File: src/rtl/vx_csr_bank_if.sv
// Request/response channel between the SFU CSR unit and the CSR bank.
// The request side is valid/ready. The response side is a registered valid/ready pair.
interface vx_csr_bank_if #(
    parameter int XLEN = 32,
    parameter int NW_W = 2
);
    logic            req_valid;
    logic            req_ready;
    logic [NW_W-1:0] req_wid;
    logic [11:0]     req_addr;
    logic            req_write;
    logic [XLEN-1:0] req_wdata;
    logic            rsp_valid;
    logic            rsp_ready;
    logic [XLEN-1:0] rsp_data;
    logic            rsp_err;

    modport master (
        output req_valid, req_wid, req_addr, req_write, req_wdata, rsp_ready,
        input  req_ready, rsp_valid, rsp_data, rsp_err
    );

    modport slave (
        input  req_valid, req_wid, req_addr, req_write, req_wdata, rsp_ready,
        output req_ready, rsp_valid, rsp_data, rsp_err
    );
endinterface

File: src/rtl/vx_csr_bank.sv
// Per-core CSR storage: per-warp fcsr and scratch, free-running mcycle and
// writable 64-bit event counters. Requests are CSRRW style: the response
// carries the pre-write value one cycle after accept. On XLEN=32, a low-half
// counter read snapshots the high half, so a following high read is coherent.
module vx_csr_bank #(
    parameter int XLEN          = 32,
    parameter int NUM_WARPS     = 4,
    parameter int NUM_SCRATCH   = 2,
    parameter int NUM_FPU_PORTS = 2,
    parameter int NUM_COUNTERS  = 4,
    parameter int INC_W         = 4,
    localparam int NW_W = (NUM_WARPS > 1) ? $clog2(NUM_WARPS) : 1
) (
    input  logic                            clk,
    input  logic                            reset_n,
    vx_csr_bank_if.slave                    bus,
    input  logic [NUM_FPU_PORTS-1:0]        fpu_fflags_valid,
    input  logic [NUM_FPU_PORTS*NW_W-1:0]   fpu_fflags_wid,
    input  logic [NUM_FPU_PORTS*5-1:0]      fpu_fflags,
    input  logic [NUM_FPU_PORTS*NW_W-1:0]   fpu_frm_wid,
    output logic [NUM_FPU_PORTS*3-1:0]      fpu_frm,
    input  logic [NUM_COUNTERS*INC_W-1:0]   evt_inc
);
    localparam int SI_W = (NUM_SCRATCH > 1) ? $clog2(NUM_SCRATCH) : 1;
    localparam int CI_W = (NUM_COUNTERS > 1) ? $clog2(NUM_COUNTERS) : 1;
    localparam logic [11:0] A_SCR_END = 12'(12'h340 + NUM_SCRATCH);
    localparam logic [11:0] A_CLO_END = 12'(12'hB03 + NUM_COUNTERS);
    localparam logic [11:0] A_CHI_END = 12'(12'hB83 + NUM_COUNTERS);

    typedef enum logic [3:0] {
        K_NONE, K_FFLAGS, K_FRM, K_FCSR, K_SCRATCH,
        K_MCYC_LO, K_MCYC_HI, K_CNT_LO, K_CNT_HI, K_WID
    } csr_kind_e;

    logic [4:0]       r_fflags   [NUM_WARPS];
    logic [2:0]       r_frm      [NUM_WARPS];
    logic [XLEN-1:0]  r_scratch  [NUM_WARPS][NUM_SCRATCH];
    logic [63:0]      r_mcycle;
    logic [63:0]      r_cnt      [NUM_COUNTERS];
    logic [31:0]      r_snap_hi  [NUM_WARPS];
    logic [4:0]       r_snap_tag [NUM_WARPS];
    logic [NUM_WARPS-1:0] r_snap_vld;
    logic             r_rsp_valid;
    logic [XLEN-1:0]  r_rsp_data;
    logic             r_rsp_err;

    csr_kind_e        w_kind;
    logic [SI_W-1:0]  w_sidx;
    logic [CI_W-1:0]  w_cidx;
    logic             w_accept;
    logic             w_err;
    logic             w_wr_en;
    logic             w_is_ctr;
    logic             w_is_hi;
    logic             w_is_mcyc;
    logic             w_snap_hit;
    logic [4:0]       w_tag;
    logic [63:0]      w_ctr_cur;
    logic [63:0]      w_ctr_wr;
    logic [XLEN-1:0]  w_rdata;
    logic [4:0]       w_fpu_flags [NUM_WARPS];

    assign bus.req_ready = !r_rsp_valid || bus.rsp_ready;
    assign w_accept      = bus.req_valid && bus.req_ready;
    assign bus.rsp_valid = r_rsp_valid;
    assign bus.rsp_data  = r_rsp_data;
    assign bus.rsp_err   = r_rsp_err;

    // Address decode: classify the request and extract the scratch/counter index
    always_comb begin
        w_kind = K_NONE;
        w_sidx = '0;
        w_cidx = '0;
        if (32'(bus.req_wid) < NUM_WARPS) begin
            if (bus.req_addr == 12'h001) begin
                w_kind = K_FFLAGS;
            end else if (bus.req_addr == 12'h002) begin
                w_kind = K_FRM;
            end else if (bus.req_addr == 12'h003) begin
                w_kind = K_FCSR;
            end else if (bus.req_addr >= 12'h340 && bus.req_addr < A_SCR_END) begin
                w_kind = K_SCRATCH;
                w_sidx = SI_W'(bus.req_addr - 12'h340);
            end else if (bus.req_addr == 12'hB00) begin
                w_kind = K_MCYC_LO;
            end else if (XLEN == 32 && bus.req_addr == 12'hB80) begin
                w_kind = K_MCYC_HI;
            end else if (bus.req_addr >= 12'hB03 && bus.req_addr < A_CLO_END) begin
                w_kind = K_CNT_LO;
                w_cidx = CI_W'(bus.req_addr - 12'hB03);
            end else if (XLEN == 32 && bus.req_addr >= 12'hB83 && bus.req_addr < A_CHI_END) begin
                w_kind = K_CNT_HI;
                w_cidx = CI_W'(bus.req_addr - 12'hB83);
            end else if (bus.req_addr == 12'hCC0) begin
                w_kind = K_WID;
            end
        end
    end

    // Counter access: live 64-bit value, snapshot tag (mcycle uses 31) and half-merged write value
    always_comb begin
        w_is_mcyc  = (w_kind == K_MCYC_LO) || (w_kind == K_MCYC_HI);
        w_is_hi    = (w_kind == K_MCYC_HI) || (w_kind == K_CNT_HI);
        w_is_ctr   = w_is_mcyc || (w_kind == K_CNT_LO) || (w_kind == K_CNT_HI);
        w_tag      = w_is_mcyc ? 5'd31 : 5'(w_cidx);
        w_ctr_cur  = w_is_mcyc ? r_mcycle : r_cnt[w_cidx];
        w_ctr_wr   = w_ctr_cur;
        if (w_is_hi) begin
            w_ctr_wr[63:32] = bus.req_wdata[31:0];
        end else begin
            w_ctr_wr[XLEN-1:0] = bus.req_wdata;
        end
        w_snap_hit = r_snap_vld[bus.req_wid] && (r_snap_tag[bus.req_wid] == w_tag);
    end

    // Read mux (pre-write values) and error classification; errors read as zero
    always_comb begin
        w_rdata = '0;
        w_err   = (w_kind == K_NONE) || (w_kind == K_WID && bus.req_write);
        case (w_kind)
            K_FFLAGS:             w_rdata = XLEN'(r_fflags[bus.req_wid]);
            K_FRM:                w_rdata = XLEN'(r_frm[bus.req_wid]);
            K_FCSR:               w_rdata = XLEN'({r_frm[bus.req_wid], r_fflags[bus.req_wid]});
            K_SCRATCH:            w_rdata = r_scratch[bus.req_wid][w_sidx];
            K_MCYC_LO, K_CNT_LO:  w_rdata = w_ctr_cur[XLEN-1:0];
            K_MCYC_HI, K_CNT_HI:  w_rdata = XLEN'(w_snap_hit ? r_snap_hi[bus.req_wid] : w_ctr_cur[63:32]);
            K_WID:                if (!bus.req_write) w_rdata = XLEN'(bus.req_wid);
            default:              w_rdata = '0;
        endcase
        w_wr_en = w_accept && bus.req_write && !w_err;
    end

    // Merge FPU flag strobes per warp; several ports may target the same warp
    always_comb begin
        for (int w = 0; w < NUM_WARPS; w++) begin
            w_fpu_flags[w] = '0;
        end
        for (int w = 0; w < NUM_WARPS; w++) begin
            for (int p = 0; p < NUM_FPU_PORTS; p++) begin
                if (fpu_fflags_valid[p] && fpu_fflags_wid[p*NW_W +: NW_W] == NW_W'(w)) begin
                    w_fpu_flags[w] = w_fpu_flags[w] | fpu_fflags[p*5 +: 5];
                end
            end
        end
    end

    // Rounding mode seen by each FPU port comes straight from the register
    always_comb begin
        fpu_frm = '0;
        for (int p = 0; p < NUM_FPU_PORTS; p++) begin
            if (32'(fpu_frm_wid[p*NW_W +: NW_W]) < NUM_WARPS) begin
                fpu_frm[p*3 +: 3] = r_frm[fpu_frm_wid[p*NW_W +: NW_W]];
            end
        end
    end

    // Per-warp fflags/frm: a CSR write sets the base, FPU flags always OR on top
    always_ff @(posedge clk or negedge reset_n) begin
        if (!reset_n) begin
            for (int w = 0; w < NUM_WARPS; w++) begin
                r_fflags[w] <= '0;
                r_frm[w]    <= '0;
            end
        end else begin
            for (int w = 0; w < NUM_WARPS; w++) begin
                if (w_wr_en && bus.req_wid == NW_W'(w) && (w_kind == K_FFLAGS || w_kind == K_FCSR)) begin
                    r_fflags[w] <= bus.req_wdata[4:0] | w_fpu_flags[w];
                end else begin
                    r_fflags[w] <= r_fflags[w] | w_fpu_flags[w];
                end
                if (w_wr_en && bus.req_wid == NW_W'(w) && w_kind == K_FRM) begin
                    r_frm[w] <= bus.req_wdata[2:0];
                end else if (w_wr_en && bus.req_wid == NW_W'(w) && w_kind == K_FCSR) begin
                    r_frm[w] <= bus.req_wdata[7:5];
                end
            end
        end
    end

    // Per-warp scratch storage
    always_ff @(posedge clk or negedge reset_n) begin
        if (!reset_n) begin
            for (int w = 0; w < NUM_WARPS; w++) begin
                for (int s = 0; s < NUM_SCRATCH; s++) begin
                    r_scratch[w][s] <= '0;
                end
            end
        end else if (w_wr_en && w_kind == K_SCRATCH) begin
            r_scratch[bus.req_wid][w_sidx] <= bus.req_wdata;
        end
    end

    // mcycle: free-running, a CSR write to either half replaces this cycle's increment
    always_ff @(posedge clk or negedge reset_n) begin
        if (!reset_n) begin
            r_mcycle <= '0;
        end else if (w_wr_en && w_is_mcyc) begin
            r_mcycle <= w_ctr_wr;
        end else begin
            r_mcycle <= r_mcycle + 64'd1;
        end
    end

    // Event counters: a CSR write to either half wins over that cycle's increment
    always_ff @(posedge clk or negedge reset_n) begin
        if (!reset_n) begin
            for (int k = 0; k < NUM_COUNTERS; k++) begin
                r_cnt[k] <= '0;
            end
        end else begin
            for (int k = 0; k < NUM_COUNTERS; k++) begin
                if (w_wr_en && (w_kind == K_CNT_LO || w_kind == K_CNT_HI) && w_cidx == CI_W'(k)) begin
                    r_cnt[k] <= w_ctr_wr;
                end else begin
                    r_cnt[k] <= r_cnt[k] + 64'(evt_inc[k*INC_W +: INC_W]);
                end
            end
        end
    end

    // Hi/lo snapshots: low read latches the high half, matching high read consumes it, writes invalidate
    always_ff @(posedge clk or negedge reset_n) begin
        if (!reset_n) begin
            for (int w = 0; w < NUM_WARPS; w++) begin
                r_snap_hi[w]  <= '0;
                r_snap_tag[w] <= '0;
            end
            r_snap_vld <= '0;
        end else begin
            for (int w = 0; w < NUM_WARPS; w++) begin
                if (w_wr_en && w_is_ctr && r_snap_tag[w] == w_tag) begin
                    r_snap_vld[w] <= 1'b0;
                end
                if (XLEN == 32 && w_accept && bus.req_wid == NW_W'(w)) begin
                    if (w_is_ctr && !w_is_hi && !bus.req_write) begin
                        r_snap_hi[w]  <= w_ctr_cur[63:32];
                        r_snap_tag[w] <= w_tag;
                        r_snap_vld[w] <= 1'b1;
                    end else if (w_is_hi && w_snap_hit) begin
                        r_snap_vld[w] <= 1'b0;
                    end
                end
            end
        end
    end

    // Response register: loads on accept, holds until consumed
    always_ff @(posedge clk or negedge reset_n) begin
        if (!reset_n) begin
            r_rsp_valid <= 1'b0;
            r_rsp_data  <= '0;
            r_rsp_err   <= 1'b0;
        end else if (w_accept) begin
            r_rsp_valid <= 1'b1;
            r_rsp_data  <= w_rdata;
            r_rsp_err   <= w_err;
        end else if (bus.rsp_ready) begin
            r_rsp_valid <= 1'b0;
        end
    end
endmodule
File: src/flat_wrapper.sv
// flat-port wrapper written by rule: the top's interface ports become plain ports
module vx_csr_bank_flat 
#(
    parameter int XLEN          = 32,
    parameter int NUM_WARPS     = 4,
    parameter int NUM_SCRATCH   = 2,
    parameter int NUM_FPU_PORTS = 2,
    parameter int NUM_COUNTERS  = 4,
    parameter int INC_W         = 4,
    localparam int NW_W = (NUM_WARPS > 1) ? $clog2(NUM_WARPS) : 1
)
  (clk, reset_n, fpu_fflags_valid, fpu_fflags_wid, fpu_fflags, fpu_frm_wid, fpu_frm, evt_inc, bus_req_valid, bus_req_wid, bus_req_addr, bus_req_write, bus_req_wdata, bus_rsp_ready, bus_req_ready, bus_rsp_valid, bus_rsp_data, bus_rsp_err);
  vx_csr_bank_if #(.XLEN(XLEN)) bus_i ();
  input  logic clk;
  input  logic reset_n;
  input  logic [NUM_FPU_PORTS-1:0] fpu_fflags_valid;
  input  logic [NUM_FPU_PORTS*NW_W-1:0] fpu_fflags_wid;
  input  logic [NUM_FPU_PORTS*5-1:0] fpu_fflags;
  input  logic [NUM_FPU_PORTS*NW_W-1:0] fpu_frm_wid;
  output logic [NUM_FPU_PORTS*3-1:0] fpu_frm;
  input  logic [NUM_COUNTERS*INC_W-1:0] evt_inc;
  input wire logic [$bits(bus_i.req_valid)-1:0] bus_req_valid;
  input wire logic [$bits(bus_i.req_wid)-1:0] bus_req_wid;
  input wire logic [$bits(bus_i.req_addr)-1:0] bus_req_addr;
  input wire logic [$bits(bus_i.req_write)-1:0] bus_req_write;
  input wire logic [$bits(bus_i.req_wdata)-1:0] bus_req_wdata;
  input wire logic [$bits(bus_i.rsp_ready)-1:0] bus_rsp_ready;
  output wire logic [$bits(bus_i.req_ready)-1:0] bus_req_ready;
  output wire logic [$bits(bus_i.rsp_valid)-1:0] bus_rsp_valid;
  output wire logic [$bits(bus_i.rsp_data)-1:0] bus_rsp_data;
  output wire logic [$bits(bus_i.rsp_err)-1:0] bus_rsp_err;
  assign bus_i.req_valid = bus_req_valid;
  assign bus_i.req_wid = bus_req_wid;
  assign bus_i.req_addr = bus_req_addr;
  assign bus_i.req_write = bus_req_write;
  assign bus_i.req_wdata = bus_req_wdata;
  assign bus_i.rsp_ready = bus_rsp_ready;
  assign bus_req_ready = bus_i.req_ready;
  assign bus_rsp_valid = bus_i.rsp_valid;
  assign bus_rsp_data = bus_i.rsp_data;
  assign bus_rsp_err = bus_i.rsp_err;
  vx_csr_bank #(.XLEN(XLEN), .NUM_WARPS(NUM_WARPS), .NUM_SCRATCH(NUM_SCRATCH), .NUM_FPU_PORTS(NUM_FPU_PORTS), .NUM_COUNTERS(NUM_COUNTERS), .INC_W(INC_W)) u_core (.clk(clk), .reset_n(reset_n), .bus(bus_i), .fpu_fflags_valid(fpu_fflags_valid), .fpu_fflags_wid(fpu_fflags_wid), .fpu_fflags(fpu_fflags), .fpu_frm_wid(fpu_frm_wid), .fpu_frm(fpu_frm), .evt_inc(evt_inc));
endmodule
File: config.mk
export PLATFORM = sky130hd
export DESIGN_NAME = vx_csr_bank_flat
export DESIGN_NICKNAME = d
export VERILOG_FILES = /design/src/rtl/vx_csr_bank_if.sv /design/src/rtl/vx_csr_bank.sv /design/src/flat_wrapper.sv
export SDC_FILE = /design/constraint.sdc
export NUM_CORES = 2
export LEC_CHECK = 0
export BUFFER_PORTS_ARGS = -buffer_cell sky130_fd_sc_hd__buf_2
export CORE_MARGIN = 1.5
export CORE_UTILIZATION = 65
export CTS_BUF_LIST = sky130_fd_sc_hd__clkbuf_8
export DETAILED_ROUTE_END_ITERATION = 16
export MAX_ROUTING_LAYER = met4
export PLACE_DENSITY = 0.83
export SLEW_MARGIN = 40
export SYNTH_ARGS = -nofsm -noshare
export SYNTH_HDL_FRONTEND = slang
export SYNTH_SLANG_ARGS = --single-unit
File: constraint.sdc
create_clock -name clk -period 4 [get_ports clk]
set_clock_uncertainty 0.05 [all_clocks]
set_input_delay 1 -clock clk [delete_from_list [all_inputs] [get_ports clk]]
set_output_delay 1 -clock clk [all_outputs]
set_load 0.02 [all_outputs]
==> metrics.txt <==
outcome=finished, final reports clean; post-CTS setup buffer count=0; wire length of the first global-routing pass=~240 mm; GPL Wtd Cong=1.05; Slew Limit Fails=0; clk buf depth=3; max-cap violation count=0; syn nets=4438; share of the synthesized area in the top cell type=about 45%; Finish-stage setup viols=0; placed instance count=~5400; CTS tree=built; Final Hold Vio Count=0; All-Layer GR Usage=between 40% and 50%; fin crit period=about 3.8 ns; Setup WS pre-CTS=-0.302 ns; Ports=approximately 130; Chip Height=between 200 and 300 um; routed vias=~40000; type of origin of the critical path=input port; worst hold path type=in2async; FP Rows=95; area grow syn2layout=16.7%; die width=roughly 260 um; Core Box Area=0.0672 mm^2; design area=slightly above 0.05 mm^2; WP data required=approximately 4.7 ns; Detail Placement HPWL=109 mm; clk_lat worst skew=between 0.8 and 0.9 ns; Critical Path AT=approximately 4.4 ns; Primary FF master, synth=dfrtp_1; drt drc=0; initial core utilization=between 60% and 70%; Crit. End Element=register; Worst-Margin Slew=0.901 ns; leading post-synthesis cells by instance count=dfrtp_1 (786), nand2_1 (425), mux2_2 (323); Post-Layout Cell Count=about 5700; Synth cell types=a little over 80; vias per inst=between 7 and 8; Num Clock Sinks=between 700 and 800; top cells by area, synth=dfrtp_1 (45%), mux2_2 (8.3%), mux4_2 (5.8%); reg-to-reg critical path startpoint=u_core.r_cnt[4]; Peak supply drop=about 0.38 mV; FMAX=approximately 270 MHz; initial antenna violation count=15; Synth warnings=0; Syn Inst Count=between 4000 and 5000; EDFF count, synth=0; Syn Area/Cell=between 10 and 15 um^2; Worst Setup SP=bus_req_addr[6]; CTS clk-pin slew, worst paths=0.06 ns; final worst path period share=a little over nine tenths; min setup slack post-route=roughly 0.24 ns; DIE AREA=slightly below 0.07 mm^2; Post-synth ARST share=100%; routed length per instance=27.8 um; Worst R2R Path Depth=7; layout cell share with drive strength beyond 1=a little over a quarter; largest net degree at the start of global routing=127; critical path fanouts, max=19; RSZ-0062 raised after global routing=false; dpl cell area=slightly below 0.05 mm^2; number of CTS-inserted buffers=roughly 140; Slew HR=just under 40%; Lkg Pwr=between 20 and 25 nW; crit path to=u_core.r_cnt[88]; path type of the worst setup path=in2reg; Routed Wire Length=between 150 and 200 mm; Pre-antenna DRT Iters=9; remaining global-route overflow=0; R2R Setup Slk=0.75 ns; post-synthesis register bit count=786; Seq/Total Area, Yosys=between 40 and 50%; Cell Pwr Density=around 360 mW/mm^2; Hold Buf Count CTS=0; DRT iter0 DRCs=5826; area of the mapped netlist=about 0.044 mm^2; Post-CTS Resized=0; fin nets=around 4800; antenna viol nets, final=0; number of port buffers=between 100 and 150; r2r endpoint=u_core.r_cnt[58]; htree depth=4; cell taking the most area after synthesis=dfrtp_1; vias in the first global route=between 30000 and 40000; most common cell in the synthesized netlist=dfrtp_1; root buffer cell=clkbuf_8
flip-flops by register name, summed over array words and instances, names as in the netlist, 12 cells and up:
register	flops
u_core.r_mcycle	64
u_core.bus.rsp_data	32
u_core.r_snap_tag	12
u_core.r_cnt	256
u_core.r_scratch	256
u_core.r_snap_hi	128
u_core.r_frm	12
u_core.r_fflags	20
cells by family after synthesis:
logic type	synth area share, %
simple gates	15.9
compound gates	10.9
flops	44.7
mux	17.8
buf+inv	3.72
xor+xnor	6.25
fa+ha+maj	0.779
per-stage QoR:
stage | total power, mW | utilization (%) | setup TNS, ns | hold WS, ns
finish | 18.5 | 76.5 | 0 | 0.0868
global route | 19.0 | 76.5 | 0 | 0.113
CTS | 18.4 | 76.5 | 0 | 0.105
detailed placement | 11.1 | 72.4 | -2.94 | 0.416
global placement | 11.0 | 72.4 | -1.66 | 0.407
floorplan | 9.89 | - | 0 | 0.395
critical path, cell delays in order:
cell     delay, ns
buf_2         0.10
or4_1         0.55
or4_1         0.54
buf_4         0.19
nor4_4        0.23
buf_4         0.35
a22oi_1       0.12
a22oi_1       0.69
mux2i_1       0.42
a21oi_1       0.23
routing by layer:
| layer | GRT usage (%) | up-vias | part of all wire, % |
|---|---|---|---|
| li1 | - | 16445 | - |
| met1 | 58.2 | 19420 | 36 |
| met2 | 66.8 | 3230 | 44 |
| met3 | 15.3 | 820 | 14 |
| met4 | 29.5 | 0 | 6.8 |
| met5 | - | - | 0 |
report_power, final:
group          internal, mW  leakage [nW]  total [mW]  switching [mW]
registers              8.19          10.5        8.48           0.293
clock network          3.85          1.61        7.44            3.59
logic                 0.939          12.0        2.56            1.62
total                  13.0          24.2        18.5            5.51
worst min-delay path by stage:
stage	cells after the start	endpoint	slack (ns)
floorplan	2	u_core.r_snap_hi[32]	0.39
global placement	2	u_core.r_snap_hi[46]	0.41
detailed placement	2	u_core.r_snap_hi[40]	0.42
CTS	1	u_core.r_cnt[135]	0.10
global route	1	u_core.r_cnt[135]	0.11
finish	1	u_core.r_cnt[135]	0.09
final cells by class:
cell class,instances,area (um^2)
Antenna cell,17,42.5
Multi-Input combinational cell,3139,22900
Fill cell,4320,15700
Clock buffer,165,2270
Clock inverter,79,454
Inverter,68,255
Sequential cell,786,19700
Tap cell,873,1090
Timing Repair Buffer,546,4680
cells in the final DEF (no fill, tap or decap), drive strengths merged, types with 128 or more instances in the layout:
cell / synthesis / final
inv: 68 / 133
dfrtp: 786 / 786
clkbuf: 215 / 166
nor2: 307 / 307
mux2: 323 / 323
mux2i: 161 / 161
xor2: 162 / 162
nand4: 128 / 128
o21ai: 259 / 259
nand2: 425 / 425
xnor2: 152 / 152
buf: 118 / 545
a21oi: 269 / 269
No activity file was read; power rests on OpenSTA's default activity.
